<file path="config.mk">
export PLATFORM = sky130hd
export DESIGN_NAME = tmr_channel_x
export DESIGN_NICKNAME = d
export VERILOG_FILES = /design/src/rtl/tmr_pkg.sv /design/src/rtl/tmr_edge_sync.sv /design/src/rtl/tmr_channel_x.sv
export SDC_FILE = /design/constraint.sdc
export NUM_CORES = 1
export LEC_CHECK = 0
export ABC_CLOCK_PERIOD_IN_PS = 3100
export CORE_MARGIN = 1.5
export CORE_UTILIZATION = 32
export DETAILED_ROUTE_END_ITERATION = 6
export SYNTH_ARGS = -nofsm -noshare
export SYNTH_HDL_FRONTEND = slang
export SYNTH_SLANG_ARGS = --single-unit
</file>
<file path="constraint.sdc">
create_clock -name clk -period 3.1 [get_ports clk]
set_input_delay 0.62 -clock clk [delete_from_list [all_inputs] [get_ports clk]]
set_output_delay 0.62 -clock clk [all_outputs]
set_load 0.01 [all_outputs]
</file>
<file path="src/rtl/tmr_pkg.sv">
// Shared encodings and prescaler helpers for the compare-match timer channel.
package tmr_pkg;

  localparam int PRE_W = 10;

  typedef enum logic [2:0] {
    CKS_STOP    = 3'b000,
    CKS_DIV2    = 3'b001,
    CKS_DIV8    = 3'b010,
    CKS_DIV32   = 3'b011,
    CKS_DIV64   = 3'b100,
    CKS_DIV1024 = 3'b101,
    CKS_EXT     = 3'b110,
    CKS_HALT    = 3'b111
  } cks_e;

  typedef enum logic [1:0] {
    EDGE_NONE = 2'b00,
    EDGE_RISE = 2'b01,
    EDGE_FALL = 2'b10,
    EDGE_BOTH = 2'b11
  } edge_e;

  typedef enum logic [1:0] {
    CCLR_NONE    = 2'b00,
    CCLR_MATCH_A = 2'b01,
    CCLR_MATCH_B = 2'b10,
    CCLR_TMRI    = 2'b11
  } cclr_e;

  typedef enum logic [1:0] {
    OS_NONE   = 2'b00,
    OS_LOW    = 2'b01,
    OS_HIGH   = 2'b10,
    OS_TOGGLE = 2'b11
  } os_e;

  // Low prescaler bits that must all be ones for a divided tick.
  function automatic logic [PRE_W-1:0] pre_mask(input logic [2:0] sel);
    case (sel)
      CKS_DIV2:    pre_mask = 10'h001;
      CKS_DIV8:    pre_mask = 10'h007;
      CKS_DIV32:   pre_mask = 10'h01F;
      CKS_DIV64:   pre_mask = 10'h03F;
      CKS_DIV1024: pre_mask = 10'h3FF;
      default:     pre_mask = '0;
    endcase
  endfunction

endpackage

</file>
<file path="src/rtl/tmr_edge_sync.sv">
// Two-flop synchroniser plus edge register; pulses on the selected edge(s).
module tmr_edge_sync
  import tmr_pkg::*;
(
  input  logic       clk,
  input  logic       rst,
  input  logic       din,
  input  logic [1:0] sel,
  output logic       pulse
);

  // sh[0], sh[1]: synchroniser; sh[2]: previous synchronised value
  logic [2:0] sh;
  logic       rise;
  logic       fall;

  always_ff @(posedge clk or posedge rst) begin
    if (rst) sh <= '0;
    else     sh <= {sh[1:0], din};
  end

  assign rise  = sh[1] & ~sh[2];
  assign fall  = ~sh[1] & sh[2];
  assign pulse = (sel[0] & rise) | (sel[1] & fall);

endmodule

</file>
<file path="src/rtl/tmr_channel_x.sv">
// Compare-match timer channel: prescaled or external count, two compares,
// clear modes, TMO pin actions and one-cycle interrupt pulses.
module tmr_channel_x
  import tmr_pkg::*;
#(
  parameter int BIT_WIDTH             = 8,
  parameter int CLK_SELECT_BIT_WIDTH  = 3,
  parameter int EDGE_SELECT_BIT_WIDTH = 2
) (
  input  logic                             clk,
  input  logic                             rst,
  input  logic                             TMCI,
  input  logic                             TMRI,
  input  logic [CLK_SELECT_BIT_WIDTH-1:0]  cks,
  input  logic [EDGE_SELECT_BIT_WIDTH-1:0] edge_sel,
  input  logic [1:0]                       cclr,
  input  logic [1:0]                       os_a,
  input  logic [1:0]                       os_b,
  input  logic [BIT_WIDTH-1:0]             tcora,
  input  logic [BIT_WIDTH-1:0]             tcorb,
  input  logic                             wr_tcnt,
  input  logic [BIT_WIDTH-1:0]             wr_data,
  output logic [BIT_WIDTH-1:0]             tcnt,
  output logic                             TMO,
  output logic                             CMIA,
  output logic                             CMIB,
  output logic                             OVI,
  output logic                             ADC_REQUEST
);

  cks_e                 cks_v;
  logic [PRE_W-1:0]     pre;
  logic                 ext_tick;
  logic                 tmri_edge;
  logic                 tick;
  logic                 match_a;
  logic                 match_b;
  logic                 clr_tmri;
  logic                 clr_match;
  logic [BIT_WIDTH-1:0] tcnt_next;
  logic                 ovi_next;
  logic                 tmo_next;
  logic                 act_tog;
  logic                 act_hi;
  logic                 act_lo;

  assign cks_v = cks_e'(3'(cks));

  tmr_edge_sync u_tmci_sync (
    .clk   (clk),
    .rst   (rst),
    .din   (TMCI),
    .sel   (2'(edge_sel)),
    .pulse (ext_tick)
  );

  tmr_edge_sync u_tmri_sync (
    .clk   (clk),
    .rst   (rst),
    .din   (TMRI),
    .sel   (EDGE_RISE),
    .pulse (tmri_edge)
  );

  // The prescaler never restarts on a cks change; the tick is decoded
  // from its free-running value so a new divider only fires on its own boundary.
  always_ff @(posedge clk or posedge rst) begin
    if (rst) pre <= '0;
    else     pre <= pre + PRE_W'(1);
  end

  always_comb begin
    case (cks_v)
      CKS_EXT:            tick = ext_tick;
      CKS_STOP, CKS_HALT: tick = 1'b0;
      default:            tick = &(pre | ~pre_mask(cks_v));
    endcase
  end

  assign match_a   = tick && (tcnt == tcora);
  assign match_b   = tick && (tcnt == tcorb);
  assign clr_tmri  = (cclr == CCLR_TMRI) && tmri_edge;
  assign clr_match = ((cclr == CCLR_MATCH_A) && match_a) ||
                     ((cclr == CCLR_MATCH_B) && match_b);

  always_comb begin
    tcnt_next = tcnt;
    ovi_next  = 1'b0;
    if (wr_tcnt) begin
      tcnt_next = wr_data;
    end else if (clr_tmri || clr_match) begin
      tcnt_next = '0;
    end else if (tick) begin
      tcnt_next = tcnt + BIT_WIDTH'(1);
      ovi_next  = &tcnt;
    end
  end

  // Simultaneous A/B actions: toggle beats drive-high beats drive-low.
  always_comb begin
    act_tog  = (match_a && os_a == OS_TOGGLE) || (match_b && os_b == OS_TOGGLE);
    act_hi   = (match_a && os_a == OS_HIGH)   || (match_b && os_b == OS_HIGH);
    act_lo   = (match_a && os_a == OS_LOW)    || (match_b && os_b == OS_LOW);
    tmo_next = TMO;
    if (act_tog)     tmo_next = ~TMO;
    else if (act_hi) tmo_next = 1'b1;
    else if (act_lo) tmo_next = 1'b0;
  end

  always_ff @(posedge clk or posedge rst) begin
    if (rst) begin
      tcnt        <= '0;
      TMO         <= 1'b0;
      CMIA        <= 1'b0;
      CMIB        <= 1'b0;
      OVI         <= 1'b0;
      ADC_REQUEST <= 1'b0;
    end else begin
      tcnt        <= tcnt_next;
      TMO         <= tmo_next;
      CMIA        <= match_a;
      CMIB        <= match_b;
      OVI         <= ovi_next;
      ADC_REQUEST <= match_a;
    end
  end

endmodule

</file>
* Word level (Yosys, flattened, before mapping)
Index checks and enable logic that the tools add are counted.
** Storage, ports and cells
- Flip-flop bits (word level) :: 28
- Logic and storage cells :: 75
** Operators by class
- Equal/unequal tests :: 18
- Add/subtract/negate cells :: 2
- Muxes and demuxes :: 12
- Reduce and logical (&&, ||, !) cells :: 23
- Bitwise operators :: 12
** Operators by type and width (number)
- one-hot mux 10 bit (5 select lines) :: 1
- 2-to-1 mux 8 bit :: 3
- equality test 8 bit :: 2
- equality test 2 bit (second input constant) :: 6
- equality test 3 bit (second input constant) :: 4
- logical AND 1 bit :: 11
- adder 10 x 1 -> 10 bit (second input constant) :: 1
- 2-to-1 mux 10 bit :: 1
- inverter 10 bit :: 1
- OR 10 bit :: 1
- AND reduction 10 bit :: 1
- adder 8 x 1 -> 8 bit (second input constant) :: 1
- AND reduction 8 bit :: 1
- equality test 2 x 1 -> 1 bit (second input constant) :: 3
- equality test 3 x 2 -> 1 bit (second input constant) :: 2
- 2-to-1 mux 1 bit :: 6
- nonzero test 3 bit :: 2
- bitwise AND 1 bit :: 5
- logical OR 1 bit :: 5
- inverter 1 bit :: 4
- equality test 3 x 1 -> 1 bit (second input constant) :: 1
- zero test 3 bit :: 1
- OR reduction 3 bit :: 1
- one-hot mux 1 bit (2 select lines) :: 1
- 2 further kinds :: 2

* Longest topological paths before layout
- Depth in word-level cells :: 13
- Depth in mapped cells :: 6
- Depth with buffers taken out :: 6

* By module
A second synthesis with hierarchy kept.
** Second synthesis, totals
- Cell total of the unflattened synthesis :: 169
- Area total of the unflattened synthesis :: 1624.1 sq um
** By module, submodules not included
- tmr_channel_x :: cells an instance 155, area each 1426.4 sq um, seq. area each 550.5 sq um, instances 1
- tmr_edge_sync :: cells an instance 7, area each 98.8 sq um, seq. area each 75.1 sq um, instances 2

* Least setup slack after synthesis
No wires, ideal clock.
- Path type :: in2reg
- From :: input edge_sel[1]
- To :: register tcnt[3]
- Required time :: 2.996 ns
- Setup slack :: 1.359 ns
- Stages :: 4
- Library setup time :: 0.104 ns
- Data arrival time :: 1.637 ns
- Cells stage by stage :: and3b_1 o2111ai_1 a21oi_1 a221oi_1
** Between the ends
- Cells in the longest elaborated chain, start to end :: 9
- Elaborated cells between the ends (all ways) :: 12
- Those cells by class :: 3 x mux; 2 x bitwise; 7 x reduce/logical
** RTL lines
- start: declaration :: RTL line tmr_channel_x.sv:15 : input logic [EDGE_SELECT_BIT_WIDTH-1:0] edge_sel,
- bitwise AND 1 bit * :: RTL line tmr_edge_sync.sv:24 : assign pulse = (sel[0] & rise) | (sel[1] & fall);
- OR 1 bit * :: RTL line tmr_edge_sync.sv:24
- one-hot mux 1 bit (2 select lines) * :: RTL line tmr_channel_x.sv:73 : case (cks_v)
- logical AND 1 bit, on equally long branches :: RTL line tmr_channel_x.sv:80, tmr_channel_x.sv:81
- logical AND 1 bit, on equally long branches :: RTL line tmr_channel_x.sv:83, tmr_channel_x.sv:84
- logical OR 1 bit :: RTL line tmr_channel_x.sv:83 : assign clr_match = ((cclr == CCLR_MATCH_A) && match_a) ||
- logical OR 1 bit :: RTL line tmr_channel_x.sv:91 : end else if (clr_tmri || clr_match) begin
- 2-to-1 mux 8 bit :: RTL line tmr_channel_x.sv:91
- 2-to-1 mux 8 bit :: RTL line tmr_channel_x.sv:89 : if (wr_tcnt) begin
- end signal: assignment :: RTL line tmr_channel_x.sv:119 : tcnt <= tcnt_next;
- end: declaration :: RTL line tmr_channel_x.sv:23 : output logic [BIT_WIDTH-1:0] tcnt,
Mark *: on every way between the ends. The rest lies on a longest branch, timed or not.
A chain may end at the register's enable or synchronous reset.

* Final worst setup path
- From :: input cks[1]
- To :: register OVI
** Between the ends
- Cells in the longest elaborated chain, start to end :: 13
- Elaborated cells between the ends (all ways) :: 24
- Those cells by class :: 7 x eq/ne; 6 x mux; 2 x bitwise; 9 x reduce/logical
** RTL lines
- start: declaration :: RTL line tmr_channel_x.sv:14 : input logic [CLK_SELECT_BIT_WIDTH-1:0] cks,
- equality test 3 bit (tied with other cells) :: RTL line tmr_pkg.sv:40 : case (sel)
- one-hot mux 10 bit (5 select lines) :: RTL line tmr_pkg.sv:40
- 2-to-1 mux 10 bit :: RTL line tmr_channel_x.sv:73
- inverter 10 bit :: RTL line tmr_channel_x.sv:76 : default: tick = &(pre | ~pre_mask(cks_v));
- OR 10 bit :: RTL line tmr_channel_x.sv:76
- AND reduction 10 bit :: RTL line tmr_channel_x.sv:76
- one-hot mux 1 bit (2 select lines) * :: RTL line tmr_channel_x.sv:73
- logical AND 1 bit, on equally long branches :: RTL line tmr_channel_x.sv:80, tmr_channel_x.sv:81
- logical AND 1 bit, on equally long branches :: RTL line tmr_channel_x.sv:83, tmr_channel_x.sv:84
- logical OR 1 bit :: RTL line tmr_channel_x.sv:83
- logical OR 1 bit :: RTL line tmr_channel_x.sv:91
- 2-to-1 mux 1 bit * :: RTL line tmr_channel_x.sv:91
- 2-to-1 mux 1 bit * :: RTL line tmr_channel_x.sv:89
- via ovi_next :: RTL line tmr_channel_x.sv:41 : logic ovi_next;
- end signal: assignment :: RTL line tmr_channel_x.sv:123 : OVI <= ovi_next;
- end: declaration :: RTL line tmr_channel_x.sv:27 : output logic OVI,
The timed path passes the listed nets; every way through them passes the cells marked *. The select of a mux whose other input is x is not followed.

==> reports/metrics.cfg <==
[timing]
clock.fmax_mhz=477.1
post-route-min-period_ns=2.096
min_period_over_period=0.6761
timing.final.setup_violations=0
setup_tns_ns=0
timing.final.max_slew_violations=0
clock_skew_ns=0.008890
timing.max_slew.rel_slack=0.6984
setup_repair_after_global_routing_missed_its_margin=no
worst_pin_slew_ns=0.4524
final-hold-violation-count=0

[finish]
multi_input_area_um2=948.4
antennaDiodeCount=0
layout_overhead_on_the_synthesized_area_pct=37.76
post_route_cells_drive_above_1_share=0.08734
stdcell_count=299
nNetsFinal=272
layout.filler_cells=538
final_area_um2=2374
final-seq-area_um2=700.7
final_core_util=0.4618

[pwr]
clock_power_share=0.330
power.internal_uw=661.4
ir_worst_vdd_v=0.0001753
p_sw_frac=0.2682
p_comb_frac=0.214
power_leakage_nw=1.043
power_uw=903.8
total_switching_power_uw=242.4
power_frac_seq=0.455
power_per_cell_area_nw_per_um2=380.8

[yosys]
synth.lib_cells_used.distinct=45
net_count_after_synthesis=219
synthesized_area_divided_by_synthesized_cell_count_um2=9.734
yosys_warnings=0
netlist_area_um2=1723
synth-seq-area-share=0.4067
syn_inst=177
prevailing_post_synth_register_cell=sky130_fd_sc_hd__dfrtp_1
ys_async_sr_fraction=1.000
synth-seq-cells=28
number_of_enable_type_register_cells_in_the_synthesized_netlist=0

[die]
initial_utilization=0.3352
floorplan.io_pins=53
core_area_um2=5140
chipWidth_um=76.38
num_rows=26
die_y_um=76.38
die_area_um2=5833

[clock_tree]
clk_pin_slew_worst_paths_ns=0.11
tritoncts=done
cts_hold_buffers=0
clk_latency_ns=0.29
cts_root_buf=sky130_fd_sc_hd__clkbuf_8
tritoncts.num_buffers=3
post-cts-setup-buffer-count=0
clockBufferDepth=2
post_cts_resized=0
tritoncts_num_sinks=28
number_of_h_tree_levels=1

[worst_setup_path]
critical_path_arrival_ns=2.28
cp_data_required_time_ns=3.28
slowest_stage=sky130_fd_sc_hd__clkdlybuf4s50_1
critical_path.cell_chain=clkdlybuf4s50_1 -> nand4b_1 -> a211oi_2 -> o22a_2 -> nor2_4 -> nor4_1
timing.critical_path.fanout_max=9
timing.critical_path.to_type=register
worst_setup_path_start_kind=input pin
critPathMaxStageDelay_ns=0.55
criticalPathCategory=input pin to register

[hold_path]
hold_path.class=register to register

[drt]
drt_first_iter_violations=123
vias_per_cell=5.100
route.detailed.wl_per_inst_um=15.12
routed_vias=1525
route.antenna.remaining_nets=0
route.final.wire_length_um=4520
remaining_drc_errors=0
drt_first_pass_iters=4

[grt]
grt_pass1_vias=1544
grt.overflow.total=0
grt_first_pass_wirelength_um=7686
grt_antenna_before_repair=0
grt_start_max_net_pins=29
globalRouteTotalUtil=0.1666

[placement]
dpl-instance-area_um2=2302
placement.io_buffers=52
dp_hpwl_um=3276
finalWeightedCongestion=0.8482
place_inst=295

[outcome]
run_status=completed

[run]
max_cap_violations=0

## cells by family (layout without fill, tap and decap cells)
| logic type | Yosys count | count (layout) | synth area share |
|---|---|---|---|
| simple gates | 74 | 74 | 0.2498 |
| buf+inv | 13 | 65 | 0.04284 |
| xor+xnor | 25 | 25 | 0.1271 |
| compound gates | 35 | 35 | 0.1590 |
| fa+ha+maj | 2 | 2 | 0.01452 |
| flops | 28 | 28 | 0.4067 |
## worst max-delay path: cells and delay by family
family / cells / cell delay [ns]
compound gates: 2 / 0.56
buf+inv: 1 / 0.55
simple gates: 3 / 0.54
## cell type report
type                    count  share of cell area
flip-flops and latches     28              0.2952
clock inverters             1             0.01265
inverters                   6            0.009489
multi-input cells         136              0.3996
repair buffers             55              0.2288
clock buffers               3             0.01740
well taps                  70             0.03690
## layer usage
metal,wire [um],global-route usage,part of all wire
met1,2230,0.2399,0.49
met5,0,0,0
met4,70,0.06111,0.015
met3,310,0.03114,0.069
met2,1908,0.2473,0.42
## power groups by stage
stage / registers (mW) / clock network (mW) / logic, mW
3_5_place_dp: 0.419 / 0 / 0.193
2_1_floorplan: 0.403 / 0 / 0.113
6_report: 0.412 / 0.298 / 0.194
3_3_place_gp: 0.418 / 0 / 0.193
4_1_cts: 0.411 / 0.308 / 0.195
5_1_grt: 0.415 / 0.326 / 0.212
## per-stage QoR
| stage | hold slack, ns | setup slack, ns |
|---|---|---|
| 3_5_place_dp | 0.3363 | 0.7375 |
| 6_report | 0.3493 | 1.004 |
| 5_1_grt | 0.3733 | 0.9082 |
| 3_3_place_gp | 0.3355 | 0.7204 |
| 2_1_floorplan | 0.3312 | 1.359 |
| 4_1_cts | 0.3597 | 1.003 |
## state kept, by name, indices dropped and copies added, names as in the netlist
| name | flops |
|---|---|
| pre | 10 |
| tcnt | 8 |
| u_tmci_sync.sh | 3 |
| u_tmri_sync.sh | 3 |
| ADC_REQUEST | 1 |
| CMIB | 1 |
| OVI | 1 |
| TMO | 1 |
## synth_stat cells, types with 2 or more instances
cell type	number	area (um2)
sky130_fd_sc_hd__dfrtp_1	28	700.7
sky130_fd_sc_hd__xor2_1	20	175.2
sky130_fd_sc_hd__nand2_1	17	63.81
sky130_fd_sc_hd__nand3_1	16	80.08
sky130_fd_sc_hd__nor2_1	12	45.04
sky130_fd_sc_hd__o21ai_0	7	35.03
sky130_fd_sc_hd__a21oi_1	6	30.03
sky130_fd_sc_hd__inv_1	6	22.52
sky130_fd_sc_hd__and2_1	5	31.28
sky130_fd_sc_hd__xnor2_1	5	43.79
sky130_fd_sc_hd__a221oi_1	4	35.03
sky130_fd_sc_hd__and3_1	3	18.77
sky130_fd_sc_hd__nand4_1	3	18.77
sky130_fd_sc_hd__nor3_1	3	15.01
sky130_fd_sc_hd__nor4_2	3	37.54
sky130_fd_sc_hd__a31oi_1	2	12.51
sky130_fd_sc_hd__a41oi_1	2	17.52
sky130_fd_sc_hd__and3b_1	2	17.52
sky130_fd_sc_hd__buf_2	2	10.01
sky130_fd_sc_hd__buf_4	2	15.01
sky130_fd_sc_hd__buf_6	2	22.52
sky130_fd_sc_hd__ha_1	2	25.02
sky130_fd_sc_hd__nand2b_1	2	12.51
sky130_fd_sc_hd__nand4b_2	2	30.03
## cells in the final DEF, fill, tap and decap left out, types with 2 or more instances in the layout
| cell | synthesis | final |
|---|---|---|
| sky130_fd_sc_hd__nor3_1 | 3 | 3 |
| sky130_fd_sc_hd__nor2_1 | 12 | 12 |
| sky130_fd_sc_hd__ha_1 | 2 | 2 |
| sky130_fd_sc_hd__clkbuf_8 | 0 | 3 |
| sky130_fd_sc_hd__nand3_1 | 16 | 16 |
| sky130_fd_sc_hd__nand2b_1 | 2 | 2 |
| sky130_fd_sc_hd__and3b_1 | 2 | 2 |
| sky130_fd_sc_hd__and3_1 | 3 | 3 |
| sky130_fd_sc_hd__nand4_1 | 3 | 3 |
| sky130_fd_sc_hd__a21oi_1 | 6 | 6 |
| sky130_fd_sc_hd__o21ai_0 | 7 | 7 |
| sky130_fd_sc_hd__a41oi_1 | 2 | 2 |
| sky130_fd_sc_hd__xor2_1 | 20 | 20 |
| sky130_fd_sc_hd__a221oi_1 | 4 | 4 |
| sky130_fd_sc_hd__xnor2_1 | 5 | 5 |
| sky130_fd_sc_hd__buf_4 | 2 | 3 |
| sky130_fd_sc_hd__nand4b_2 | 2 | 2 |
| sky130_fd_sc_hd__nor4_2 | 3 | 3 |
| sky130_fd_sc_hd__inv_1 | 6 | 6 |
| sky130_fd_sc_hd__dfrtp_1 | 28 | 28 |
| sky130_fd_sc_hd__a31oi_1 | 2 | 2 |
| sky130_fd_sc_hd__and2_1 | 5 | 5 |
| sky130_fd_sc_hd__clkdlybuf4s50_1 | 0 | 52 |
| sky130_fd_sc_hd__nand2_1 | 17 | 17 |
## path summary, 6_finish.rpt
| check | from | to | slack [ns] | cells past startpoint |
|---|---|---|---|---|
| max reg2reg | tcnt[6]$_DFFE_PP0P_ | OVI$_DFF_PP0_ | 1.28 | 5 |
| max in group asynchronous | rst | u_tmri_sync.sh[0]$_DFF_PP0_ | 2.12 | 3 |
| min reg2reg | u_tmri_sync.sh[0]$_DFF_PP0_ | u_tmri_sync.sh[1]$_DFF_PP0_ | 0.35 | 0 |
| min in group asynchronous | rst | u_tmri_sync.sh[2]$_DFF_PP0_ | 0.70 | 3 |
| max | cks[1] | OVI$_DFF_PP0_ | 1.00 | 6 |
| min | u_tmri_sync.sh[0]$_DFF_PP0_ | u_tmri_sync.sh[1]$_DFF_PP0_ | 0.35 | 0 |
Power figures use the tool's default switching activity.
